## config.mk

```make
export PLATFORM = sky130hd
export DESIGN_NAME = dsp_mac_pipe
export DESIGN_NICKNAME = d
export VERILOG_FILES = /design/src/rtl/dsp_mac_pkg.sv /design/src/rtl/dsp_pipe_stage.sv /design/src/rtl/dsp_mac_pipe.sv
export SDC_FILE = /design/constraint.sdc
export NUM_CORES = 2
export LEC_CHECK = 0
export CAP_MARGIN = 40
export CORE_AREA = 3 3 218 220
export DETAILED_ROUTE_END_ITERATION = 6
export DIE_AREA = 0 0 221 223
export GPL_TIMING_DRIVEN = 0
export HOLD_SLACK_MARGIN = 0.06
export MAX_ROUTING_LAYER = met4
export PLACE_DENSITY = 0.8
export SLEW_MARGIN = 20
export SYNTH_ARGS = -nofsm -noshare
export SYNTH_HDL_FRONTEND = slang
export SYNTH_SLANG_ARGS = --single-unit
```

## constraint.sdc

```tcl
create_clock -name clk -period 7.2 [get_ports clk]
set_input_delay 1.44 -clock clk [delete_from_list [all_inputs] [get_ports clk]]
set_output_delay 1.44 -clock clk [all_outputs]
set_load 0.05 [all_outputs]
```

## src/rtl/dsp_mac_pkg.sv

```systemverilog
// Mode codes and lane arithmetic helpers shared by dsp_mac_pipe.
// DSP_MAC_SAT_EN switches lane sums (and left shifts) from wrap-around to saturation.
package dsp_mac_pkg;

    localparam logic [1:0] MODE_HALF  = 2'b00;
    localparam logic [1:0] MODE_MIXED = 2'b01;
    localparam logic [1:0] MODE_FULL  = 2'b10;
    localparam logic [1:0] MODE_SIMD2 = 2'b11;

    // Lane math is done in a wide signed container; lanes up to 2*30 bits plus shift fit.
    localparam int CALC_W = 64;
    typedef logic signed [CALC_W-1:0] calc_t;

    function automatic calc_t sext(input calc_t x, input int unsigned lw);
        calc_t t;
        t = x << (CALC_W - lw);
        return t >>> (CALC_W - lw);
    endfunction

    function automatic calc_t sat_max(input int unsigned lw);
        return (calc_t'(1) << (lw - 1)) - calc_t'(1);
    endfunction

    function automatic calc_t sat_min(input int unsigned lw);
        return -(calc_t'(1) << (lw - 1));
    endfunction

    function automatic calc_t sat_clamp(input calc_t v, input int unsigned lw);
        if (v > sat_max(lw)) return sat_max(lw);
        if (v < sat_min(lw)) return sat_min(lw);
        return v;
    endfunction

    // Unbounded shift of a lane value; the caller wraps or clamps the result.
    function automatic calc_t shift_val(input calc_t x, input logic dir,
                                        input int unsigned amt, input int unsigned lw);
        calc_t v;
        v = sext(x, lw);
        return dir ? (v >>> amt) : (v << amt);
    endfunction

    // One lane of the accumulator update; only the low lw bits of the result are meaningful.
    function automatic calc_t lane_mac(input calc_t acc_l, input calc_t prod_l, input calc_t cc_l,
                                       input logic chain, input logic sh_en, input logic sh_dir,
                                       input int unsigned amt, input int unsigned lw);
        calc_t base;
        if (!chain)      base = sext(cc_l, lw);
        else if (sh_en)  base = shift_val(acc_l, sh_dir, amt, lw);
        else             base = sext(acc_l, lw);
`ifdef DSP_MAC_SAT_EN
        base = sat_clamp(base, lw);
        return sat_clamp(sext(prod_l, lw) + base, lw);
`else
        return sext(prod_l, lw) + base;
`endif
    endfunction

endpackage

```

## src/rtl/dsp_pipe_stage.sv

```systemverilog
// One data+valid register of the output pipeline, advancing only when load is high.
module dsp_pipe_stage #(
    parameter int WIDTH = 32
) (
    input  logic             clk,
    input  logic             rst,
    input  logic             load,
    input  logic [WIDTH-1:0] d,
    input  logic             d_valid,
    output logic [WIDTH-1:0] q,
    output logic             q_valid
);

    always_ff @(posedge clk or negedge rst) begin
        if (!rst) begin
            q       <= '0;
            q_valid <= 1'b0;
        end else if (load) begin
            q       <= d;
            q_valid <= d_valid;
        end
    end

endmodule

```

## src/rtl/dsp_mac_pipe.sv

```systemverilog
// Handshaked multiply-accumulate with SIMD2 mode and a stallable output pipeline.
// Build with DSP_MAC_SAT_EN defined for saturating accumulation.
module dsp_mac_pipe
    import dsp_mac_pkg::*;
#(
    parameter int WIDTH       = 16,
    parameter int SHIFT_BITS  = 2,
    parameter int PIPE_STAGES = 3
) (
    input  logic                  clk,
    input  logic                  rst,
    input  logic                  in_valid,
    output logic                  in_ready,
    input  logic [WIDTH-1:0]      aa,
    input  logic [WIDTH-1:0]      bb,
    input  logic [2*WIDTH-1:0]    cc,
    input  logic [1:0]            mode,
    input  logic                  mac,
    input  logic                  shift_enable,
    input  logic                  shift_dir,
    input  logic [SHIFT_BITS-1:0] shift_amount,
    output logic                  out_valid,
    input  logic                  out_ready,
    output logic [2*WIDTH-1:0]    out
);

    localparam int W2 = WIDTH / 2;
    localparam int AW = 2 * WIDTH;

    logic          adv, accept, chain;
    logic [AW-1:0] acc, acc_next;
    logic          acc_valid, mac_prev;

    assign adv      = !out_valid || out_ready;
    assign in_ready = adv;
    assign accept   = in_valid && adv;
    assign chain    = mac && mac_prev;

    // Operands are sign-extended to the product width so plain multiplies give signed results.
    logic [AW-1:0]    aa_half, bb_half, aa_full, bb_full, aa_sel, bb_sel, prod_full;
    logic [WIDTH-1:0] aa_lo, bb_lo, aa_hi, bb_hi, prod_lo, prod_hi;

    assign aa_half = {{(AW-W2-1){aa[W2]}}, aa[W2:0]};
    assign bb_half = {{(AW-W2-1){bb[W2]}}, bb[W2:0]};
    assign aa_full = {{WIDTH{aa[WIDTH-1]}}, aa};
    assign bb_full = {{WIDTH{bb[WIDTH-1]}}, bb};
    assign aa_sel  = (mode == MODE_FULL) ? aa_full : aa_half;
    assign bb_sel  = (mode == MODE_HALF) ? bb_half : bb_full;
    assign prod_full = aa_sel * bb_sel;

    assign aa_lo = {{(WIDTH-W2){aa[W2-1]}}, aa[W2-1:0]};
    assign bb_lo = {{(WIDTH-W2){bb[W2-1]}}, bb[W2-1:0]};
    assign aa_hi = {{(WIDTH-W2){aa[WIDTH-1]}}, aa[WIDTH-1:W2]};
    assign bb_hi = {{(WIDTH-W2){bb[WIDTH-1]}}, bb[WIDTH-1:W2]};
    assign prod_lo = aa_lo * bb_lo;
    assign prod_hi = aa_hi * bb_hi;

    function automatic calc_t ext_full(input logic [AW-1:0] v);
        return {{(CALC_W-AW){1'b0}}, v};
    endfunction

    function automatic calc_t ext_lane(input logic [WIDTH-1:0] v);
        return {{(CALC_W-WIDTH){1'b0}}, v};
    endfunction

    calc_t       full_res, lo_res, hi_res;
    logic [31:0] amt;
    logic        unused_res_bits;

    assign amt = 32'(shift_amount);

    always_comb begin
        full_res = lane_mac(ext_full(acc), ext_full(prod_full), ext_full(cc),
                            chain, shift_enable, shift_dir, amt, AW);
        lo_res   = lane_mac(ext_lane(acc[WIDTH-1:0]), ext_lane(prod_lo), ext_lane(cc[WIDTH-1:0]),
                            chain, shift_enable, shift_dir, amt, WIDTH);
        hi_res   = lane_mac(ext_lane(acc[AW-1:WIDTH]), ext_lane(prod_hi), ext_lane(cc[AW-1:WIDTH]),
                            chain, shift_enable, shift_dir, amt, WIDTH);
        acc_next = (mode == MODE_SIMD2) ? {hi_res[WIDTH-1:0], lo_res[WIDTH-1:0]}
                                        : full_res[AW-1:0];
    end

    assign unused_res_bits = ^{full_res[CALC_W-1:AW], lo_res[CALC_W-1:WIDTH], hi_res[CALC_W-1:WIDTH]};

    // acc keeps its data after advancing out so a later chained beat can still use it.
    always_ff @(posedge clk or negedge rst) begin
        if (!rst) begin
            acc       <= '0;
            acc_valid <= 1'b0;
            mac_prev  <= 1'b0;
        end else if (adv) begin
            acc_valid <= accept;
            if (accept) begin
                acc      <= acc_next;
                mac_prev <= mac;
            end
        end
    end

    logic [AW-1:0] stage_data  [PIPE_STAGES+1];
    logic          stage_valid [PIPE_STAGES+1];

    assign stage_data[0]  = acc;
    assign stage_valid[0] = acc_valid;

    for (genvar i = 0; i < PIPE_STAGES; i++) begin : g_stage
        dsp_pipe_stage #(.WIDTH(AW)) u_stage (
            .clk     (clk),
            .rst     (rst),
            .load    (adv),
            .d       (stage_data[i]),
            .d_valid (stage_valid[i]),
            .q       (stage_data[i+1]),
            .q_valid (stage_valid[i+1])
        );
    end

    assign out       = stage_data[PIPE_STAGES];
    assign out_valid = stage_valid[PIPE_STAGES];

endmodule

```

==> results.json <==
{
  "status": "finished, violations left",
  "violations": "DRC, setup timing",
  "netlist.top_cell.by_area": "fa_1",
  "syn_area_um2": 26500,
  "drc": 2,
  "drt_iter0_drc": 1897,
  "avgViaCountPerCell": 5.78,
  "clkTransAtPathRegs_ns": 0.06,
  "io_buffers": 98,
  "cts-root-buf": "clkbuf_16",
  "floorplan.die_area_um2": 49300,
  "fill_cells": 3482,
  "dp_hpwl_um": 65900,
  "cp.required_ns": 7.55,
  "maxCapViolations": 0,
  "slowest_delay_ns": 0.62,
  "fin_ws_ns": -1.48,
  "rsz0062_at_grt": "true",
  "syn_inst": 2958,
  "timing_hold_violations_final": 0,
  "vias": 21800,
  "fp.dieH_um": 223,
  "synth_area_leaders": "fa_1, dfrtp_1, ha_1",
  "setup.worst_path.start_class": "input port",
  "placementRows": 78,
  "cp_max_fo": 6,
  "place_congestion": 1.00,
  "synth_top_area_share_pct": 38.9,
  "area_delta_synth_final_pct": 18.6,
  "synth_top_flop_cell": "dfrtp_1",
  "cp.arrival_ns": 9.04,
  "maxSlewHeadroom_pct": 43.7,
  "h-tree-depth": 4,
  "end_kind": "register",
  "ant_nets": 0,
  "initial_core_util_pct": 58.3,
  "tightestPinTransition_ns": 0.845,
  "skew_ns": 0.0118,
  "grt_max_degree": 82,
  "cts_tree": "yes",
  "path_common_cell": "fa_1",
  "fin_setup_tns_ns": -23.13,
  "antenna_found_initial": 1,
  "cts_made_buffers": 17,
  "crit_type": "in -> reg",
  "coreArea_um2": 45500,
  "synth_edf_count": 0,
  "die_w_um": 221,
  "syn-num-nets": 3742,
  "finalNetCount": 3944,
  "grt_first_pass_wirelength_um": 127000,
  "grtUsageTotal_pct": 34.1,
  "insertion_delay_ns": 0.43,
  "clockBufferDepth": 2,
  "rrSetupSlack_ns": -0.75,
  "seq_area_frac_synth_pct": 12.6,
  "grt_pass1_vias": 23300,
  "grt-ovfl-total": 0,
  "synth-seq-cells": 133,
  "setup_viol": 23,
  "firstDrtPassIters": 7,
  "synthArstFlopShare_pct": 100,
  "placed_area_um2": 28800,
  "layout_worst_path_cycle_share_pct": 121,
  "wl_per_cell_um": 21.4,
  "max_freq_ghz": 0.115,
  "min_period_ns": 8.68,
  "synth_cell_types": 63,
  "syn_avg_cell_area_um2": 8.96,
  "cts_num_sinks": 133,
  "hold_class": "reg -> reg",
  "layout-drive-gt1-share_pct": 14.8,
  "yosysWarnings": 0,
  "cpMaxStageDelayCell": "fa_2",
  "ios": 109,
  "finalWirelength_um": 80800,
  "slew_violations": 0,
  "postLayoutCellArea_um2": 31400
}
## per-stage QoR
stage	util, %	worst slack [ns]	hold WS, ns	instances
after global routing	69.1	-1.55	0.476	3773
after global placement	63.2	-3.02	0.441	3656
after detailed placement	63.3	-3.18	0.456	3661
after floorplan	-	-1.04	0.430	2958
after CTS	68.1	-1.32	0.471	3752
final	69.1	-1.48	0.467	3775
## state kept, by name, indices dropped and copies added, names as in the netlist
| name | cells |
|---|---|
| g_stage.u_stage.q | 96 |
| acc | 32 |
| g_stage.u_stage.q_valid | 3 |
| acc_valid | 1 |
| mac_prev | 1 |
## cells by family after synthesis
| family | count (synthesis) | share of synthesized area, % |
|---|---|---|
| AOI/OAI and AO/OA | 317 | 7.48 |
| xor gates and xnor gates | 100 | 3.36 |
| adders and majority gates | 709 | 48.0 |
| buffers and inverters | 765 | 10.9 |
| DFF | 133 | 12.6 |
| muxes | 60 | 3.20 |
| and+or+nand+nor | 874 | 14.5 |
## layout by cell type (no fill, tap or decap), types with 10 or more instances in the layout
master	n
dlygate4sd2_1	15
clkbuf_16	23
o21ai_0	52
fa_2	13
nor2b_1	20
o21ai_1	20
and2_1	146
a21oi_1	65
ha_1	161
fa_1	502
a21o_1	16
nand2b_1	17
a211oi_1	12
o211ai_1	10
dfrtp_1	133
xnor2_2	12
clkbuf_1	48
inv_1	603
a211oi_2	10
clkbuf_8	13
nor2_4	11
buf_4	74
mux4_2	19
nor3_1	12
clkdlybuf4s50_1	76
a21oi_4	11
xnor2_1	65
a31oi_1	12
a21oi_2	17
o21ai_2	14
ha_4	30
nand2_2	21
xor2_1	22
clkbuf_2	22
nand2_1	465
nor2_1	130
mux2i_1	30
inv_2	34
buf_6	18
## cell type report
cell class | instances | area [um^2] | share of cell area, %
clock inverter | 14 | 144 | 0.458
antenna | 2 | 5.00 | 0.0159
tap | 600 | 751 | 2.39
timing repair buffer | 187 | 1730 | 5.51
clock buffer | 18 | 429 | 1.36
multi-input combinational | 2060 | 21600 | 68.8
buffer | 118 | 972 | 3.09
inverter | 643 | 2440 | 7.75
sequential | 133 | 3330 | 10.6
## timing repair
item,CTS,global route
setup endpoints to repair,24,23
cloned,1,0
buffers inserted,62,25
pin swaps,116,93
gates resized for setup,322,101
hold buffers,0,0
## Yosys cell counts (15+ instances only)
library cell    n
nor2_1        149
fa_1          515
xor2_1         23
nor3_1         15
xnor2_1        75
inv_1         642
dfrtp_1       133
clkbuf_1      103
a31oi_1        17
a211oi_1       21
ha_1          194
and2_1        148
nand2_1       495
mux4_2         19
nor2b_1        20
mux2i_1        33
a21oi_1        93
o21ai_0        85
a21o_1         16
nand2b_1       18
## metal layers
| metal | track usage [%] | vias to the layer above | part of all wire (%) |
|---|---|---|---|
| li1 | - | 9372 | - |
| met1 | 43.6 | 11200 | 38 |
| met5 | - | - | 0 |
| met4 | 11.6 | 0 | 4.4 |
| met3 | 5.89 | 237 | 8.8 |
| met2 | 55.5 | 1041 | 49 |
## worst paths after layout
check / to / cells past startpoint / start
setup reg to reg: acc[30]$_DFFE_PN0P_ / 26 / acc[20]$_DFFE_PN0P_
setup / recovery: acc[30]$_DFFE_PN0P_ / 32 / shift_amount[1]
min in group asynchronous: g_stage[2].u_stage.q[25]$_DFFE_PN0N_ / 1 / rst
hold reg to reg: g_stage[1].u_stage.q[31]$_DFFE_PN0N_ / 2 / g_stage[1].u_stage.q[31]$_DFFE_PN0N_
hold / removal: g_stage[1].u_stage.q[31]$_DFFE_PN0N_ / 2 / g_stage[1].u_stage.q[31]$_DFFE_PN0N_
max in group asynchronous: acc[6]$_DFFE_PN0P_ / 2 / rst
## worst max-delay path, delay by kind of cell
kind / cells / cell delay [ns]
compound gates: 8 / 1.99
xor+xnor: 1 / 0.23
fa+ha+maj: 9 / 3.92
buf+inv: 11 / 1.19
simple gates: 3 / 0.26
Power is not shown: default switching activity piles up to over one toggle a cycle in this logic, so the estimate is an artifact.
==> patch 1 (config.mk and constraints unchanged) <==
Make the reset (`rst`) synchronous in 2 clocked blocks.
--- a/src/rtl/dsp_pipe_stage.sv
+++ b/src/rtl/dsp_pipe_stage.sv
@@ -13,3 +13,3 @@
 
-    always_ff @(posedge clk or negedge rst) begin
+    always_ff @(posedge clk) begin
         if (!rst) begin
--- a/src/rtl/dsp_mac_pipe.sv
+++ b/src/rtl/dsp_mac_pipe.sv
@@ -85,3 +85,3 @@
     // acc keeps its data after advancing out so a later chained beat can still use it.
-    always_ff @(posedge clk or negedge rst) begin
+    always_ff @(posedge clk) begin
         if (!rst) begin
Behaviour: not the same (Yosys sat finds a counterexample within 10 cycles, from zero or initial values and one cycle with rst low; the reset may be asserted at any time).
==> patch 1 against the unedited design <==
The flow finishes with violations (negative setup slack). Core utilization down 1.4 points. Synthesized cell count increased by 1.4%. Routed wire length rose by 2.2%. Worst setup slack gained 0.089 ns. Global-route usage increased by 0.45 points. Clock skew fell by 0.0036 ns. Sequential cell count did not move. Final area decreased by 2.0%. Register-to-register slack improved by 0.14 ns. Die area unchanged. Sequential share of layout area down 1.9 points. Area after synthesis shrank 1.1%. Critical endpoint is now acc[28].
Power is not shown: default switching activity piles up to over one toggle a cycle in this logic, so the estimate is an artifact.
==> patch 1: results (changes against the unedited design) <==
metric	value	unit	change
yosysSeqAreaShare	10.16	%	was 12.55%
worstMarginPinSlew	0.8599	ns	was 0.8448 ns
portBuffers	100		was 98
r2r-start	acc[16]		was acc[20]
numCtsBuffers	17		unchanged
skew	0.008232	ns	was 0.01183 ns
wl_met2	39.02	mm	was 39.60 mm
grt_pass1_wl	128.4	mm	was 127.4 mm
worst_slack	-1.394	ns	was -1.482 ns
gp_congestion	0.9732		was 1.004
final_nets	3977		was 3944
min_from	g_stage[2].u_stage.q[4]		was g_stage[1].u_stage.q[31]
drt_iter0_drc	1829		was 1897
avgSynthCellArea	8.741	um2	was 8.963 um2
grtUsageMet3	8.842	%	was 5.895%
wl_per_cell	21.70	um	was 21.42 um
timing.rr.end	acc[28]		was acc[30]
reg2reg_slack	-0.61	ns	was -0.75 ns
antenna_found_initial	4		was 1
routed_wl	82.63	mm	was 80.85 mm
r2r_cells	29		was 26
placed_cell_area	28380	um2	was 28810 um2
drive_above_1_share	13.35	%	was 14.84%
outcome	finished, violations left		unchanged
slowest_delay	0.56	ns	was 0.62 ns
met3_length	7.602	mm	was 7.113 mm
grtUsageMet1	42.99	%	was 43.61%
grt_max_degree	17		was 82
async_flop_share	0	%	was 100.0%
setup_violations	23		unchanged
firstDrtPassIters	6		was 7
hpwlAfterDp	67.88	mm	was 65.92 mm
postCtsResizedCells	286		was 322
fin_setup_tns	-20.37	ns	was -23.13 ns
dominantRegCellSynth	dfxtp_1		was dfrtp_1
fill_cells	3635		was 3482
grt_pass1_vias	23290		was 23.35k
synth_fp_nets	3783		was 3742
synth_commonest_cells	650 x inv_1, 515 x fa_1, 429 x nand2_1		was 642 x inv_1, 515 x fa_1, 495 x nand2_1
dp.cells	3704		was 3661
grt_use_total	34.51	%	was 34.06%
arrival	8.87	ns	was 9.04 ns
failed_checks	negative setup slack		was design-rule violations, negative setup slack
hold_slack	0.4509	ns	was 0.4670 ns
synth_area_leaders	fa_1 39%, dfxtp_1 10%, inv_1 9.3%		was fa_1 39%, dfrtp_1 13%, ha_1 9.2%
place_ws	-3.045	ns	was -3.184 ns
post-cts-setup-buffers	55		was 62
viasPerCell	5.784		was 5.783
patch 1: cell count changes after synthesis, sizes merged, moves of 22 or more:
cell,before,now
dfxtp,0,133
o21ai,91,69
nand2,495,429
a21oi,93,210
nor2,150,118
dfrtp,133,0
patch 1: kinds of logic (layout without fill, tap and decap cells):
group	after synthesis	count (layout)	share of synthesized area (%)
AND/OR/NAND/NOR	801	801	13.77
buffers and inverters	786	993	11.29
adder cells (fa/ha/maj)	709	709	48.59
AO/OA/AOI/OAI	406	406	9.250
flip-flops	133	133	10.16
XOR/XNOR	91	91	3.093
multiplexers	73	73	3.847
other	0	1	0
patch 1: area by class of cell:
cell class | count | area, um2 | area share [%]
multi-input cells | 2080 | 21720 | 70.47
flip-flops and latches | 133 | 2663 | 8.640
inverters | 651 | 2462 | 7.990
repair buffers | 180 | 1678 | 5.445
plain buffers | 130 | 952.2 | 3.090
well taps | 600 | 750.7 | 2.436
clock buffers | 21 | 480.5 | 1.559
clock inverters | 11 | 112.6 | 0.3654
diodes | 1 | 2.502 | 0.008120
patch 1: worst reg2reg max path, delay by kind of cell (launching register included):
kind / cells / cell delay [ns]
buffers and inverters: 8 / 0.66
muxes: 3 / 0.95
and+or+nand+nor: 1 / 0.10
DFF: 1 / 0.30
adders and majority gates: 9 / 4.33
AOI/OAI and AO/OA: 8 / 1.33
patch 1: worst max path at each step:
stage	from	depth (start not counted)	to	slack, ns
after floorplan	shift_amount[1]	32	acc[28]	-1.37
after global placement	shift_amount[0]	24	acc[31]	-2.90
after detailed placement	mode[1]	24	acc[31]	-3.05
after CTS	shift_amount[1]	30	acc[31]	-1.31
after global routing	aa[14]	28	acc[31]	-1.62
final	shift_amount[1]	31	acc[28]	-1.39
==> patch 2 (same settings) <==
Without the edit above. Add a define of `DSP_MAC_SAT_EN`.
--- a/src/rtl/dsp_mac_pkg.sv
+++ b/src/rtl/dsp_mac_pkg.sv
@@ -2,2 +2,4 @@
 // DSP_MAC_SAT_EN switches lane sums (and left shifts) from wrap-around to saturation.
+`define DSP_MAC_SAT_EN
+
 package dsp_mac_pkg;
Check against the original RTL: same outputs for any inputs over 4 cycles, from zero or initial values and one cycle with rst low; that may be too few to reach the edited logic, so the function may still have changed.
==> patch 2 against the unedited design <==
The flow still finishes with violations (design-rule violations, negative setup slack). Non-clock buffer count up 48. Clock skew is 0.0018 ns lower. Count of clock-buffer cells in the layout down 1. Routed wire length is 31% higher. Sequential cell count did not move. Die area unchanged. Critical path depth up 5. Via count up 32%. Final area rose by 18%. Area after synthesis grew 18%. Worst setup slack got worse by 2.3 ns.
Power is not shown: default switching activity piles up to over one toggle a cycle in this logic, so the estimate is an artifact.
==> patch 2: results (changes against the unedited design) <==
metric	value	unit	change
drive_above_1_share	15.38	%	was 14.84%
postCtsResizedCells	477		was 322
drt_iter0_drc	3489		was 1897
synth_area_leaders	fa_1 33%, ha_1 11%, dfrtp_1 11%		was fa_1 39%, dfrtp_1 13%, ha_1 9.2%
outcome	finished, violations left		unchanged
syn_inst	3682		was 2958
setup_violations	32		was 23
grt_pass1_vias	29970		was 23.35k
timing.rr.end	acc[21]		was acc[30]
fill_cells	2744		was 3482
critPathMaxFanout	10		was 6
reg2reg_slack	-2.60	ns	was -0.75 ns
placed_cell_area	33430	um2	was 28810 um2
failed_checks	design-rule violations, negative setup slack		unchanged
synth.distinct_cells	81		was 63
worst_path_max_delay_cell	dlygate4sd2_1		was fa_2
worst_slack	-3.795	ns	was -1.482 ns
synth_fp_nets	4548		was 3742
whs_endpoint	g_stage[1].u_stage.q_valid		was g_stage[1].u_stage.q[31]
r2r-start	acc[29]		was acc[20]
grt_pass1_wl	159.5	mm	was 127.4 mm
via_count	28890		was 21.83k
wl_met1	37.90	mm	was 30.58 mm
drc	9		was 2
gp_congestion	1.011		was 1.004
wl_met2	49.58	mm	was 39.60 mm
post-cts-setup-buffers	66		was 62
[patch 2: changes by cell type in the layout (fill, tap and decap cells not counted), moves of 13 or more]
cell and delta:
nand4_1 +13, nor2_1 +34, o21ai_0 +43, o21a_1 +13, nand2_1 +50, inv_1 +120, ha_1 +82, inv_2 -17
a21oi_1 +78, nand3_1 +22, a21o_1 +41, a21oi_2 +23, mux4_2 +14
[patch 2: final cells by class]
cell class	count	area share [%]
Multi-Input combinational cell	2645	71.14
Sequential cell	133	8.983
Tap cell	600	2.026
Inverter	744	7.585
Timing Repair Buffer	202	5.211
Buffer	151	3.424
Antenna cell	6	0.04053
Clock buffer	17	1.148
Clock inverter	15	0.4390
[patch 2: cell families (layout without fill, tap and decap cells)]
logic type,count (synthesis),after routing,synth area share (%)
simple gates,1093,1095,16.02
buf+inv,906,1129,10.93
fa+ha+maj,791,791,44.03
compound gates,586,586,11.94
flops,133,133,10.64
xor+xnor,109,109,3.051
mux,64,64,3.383
other cells,0,6,0
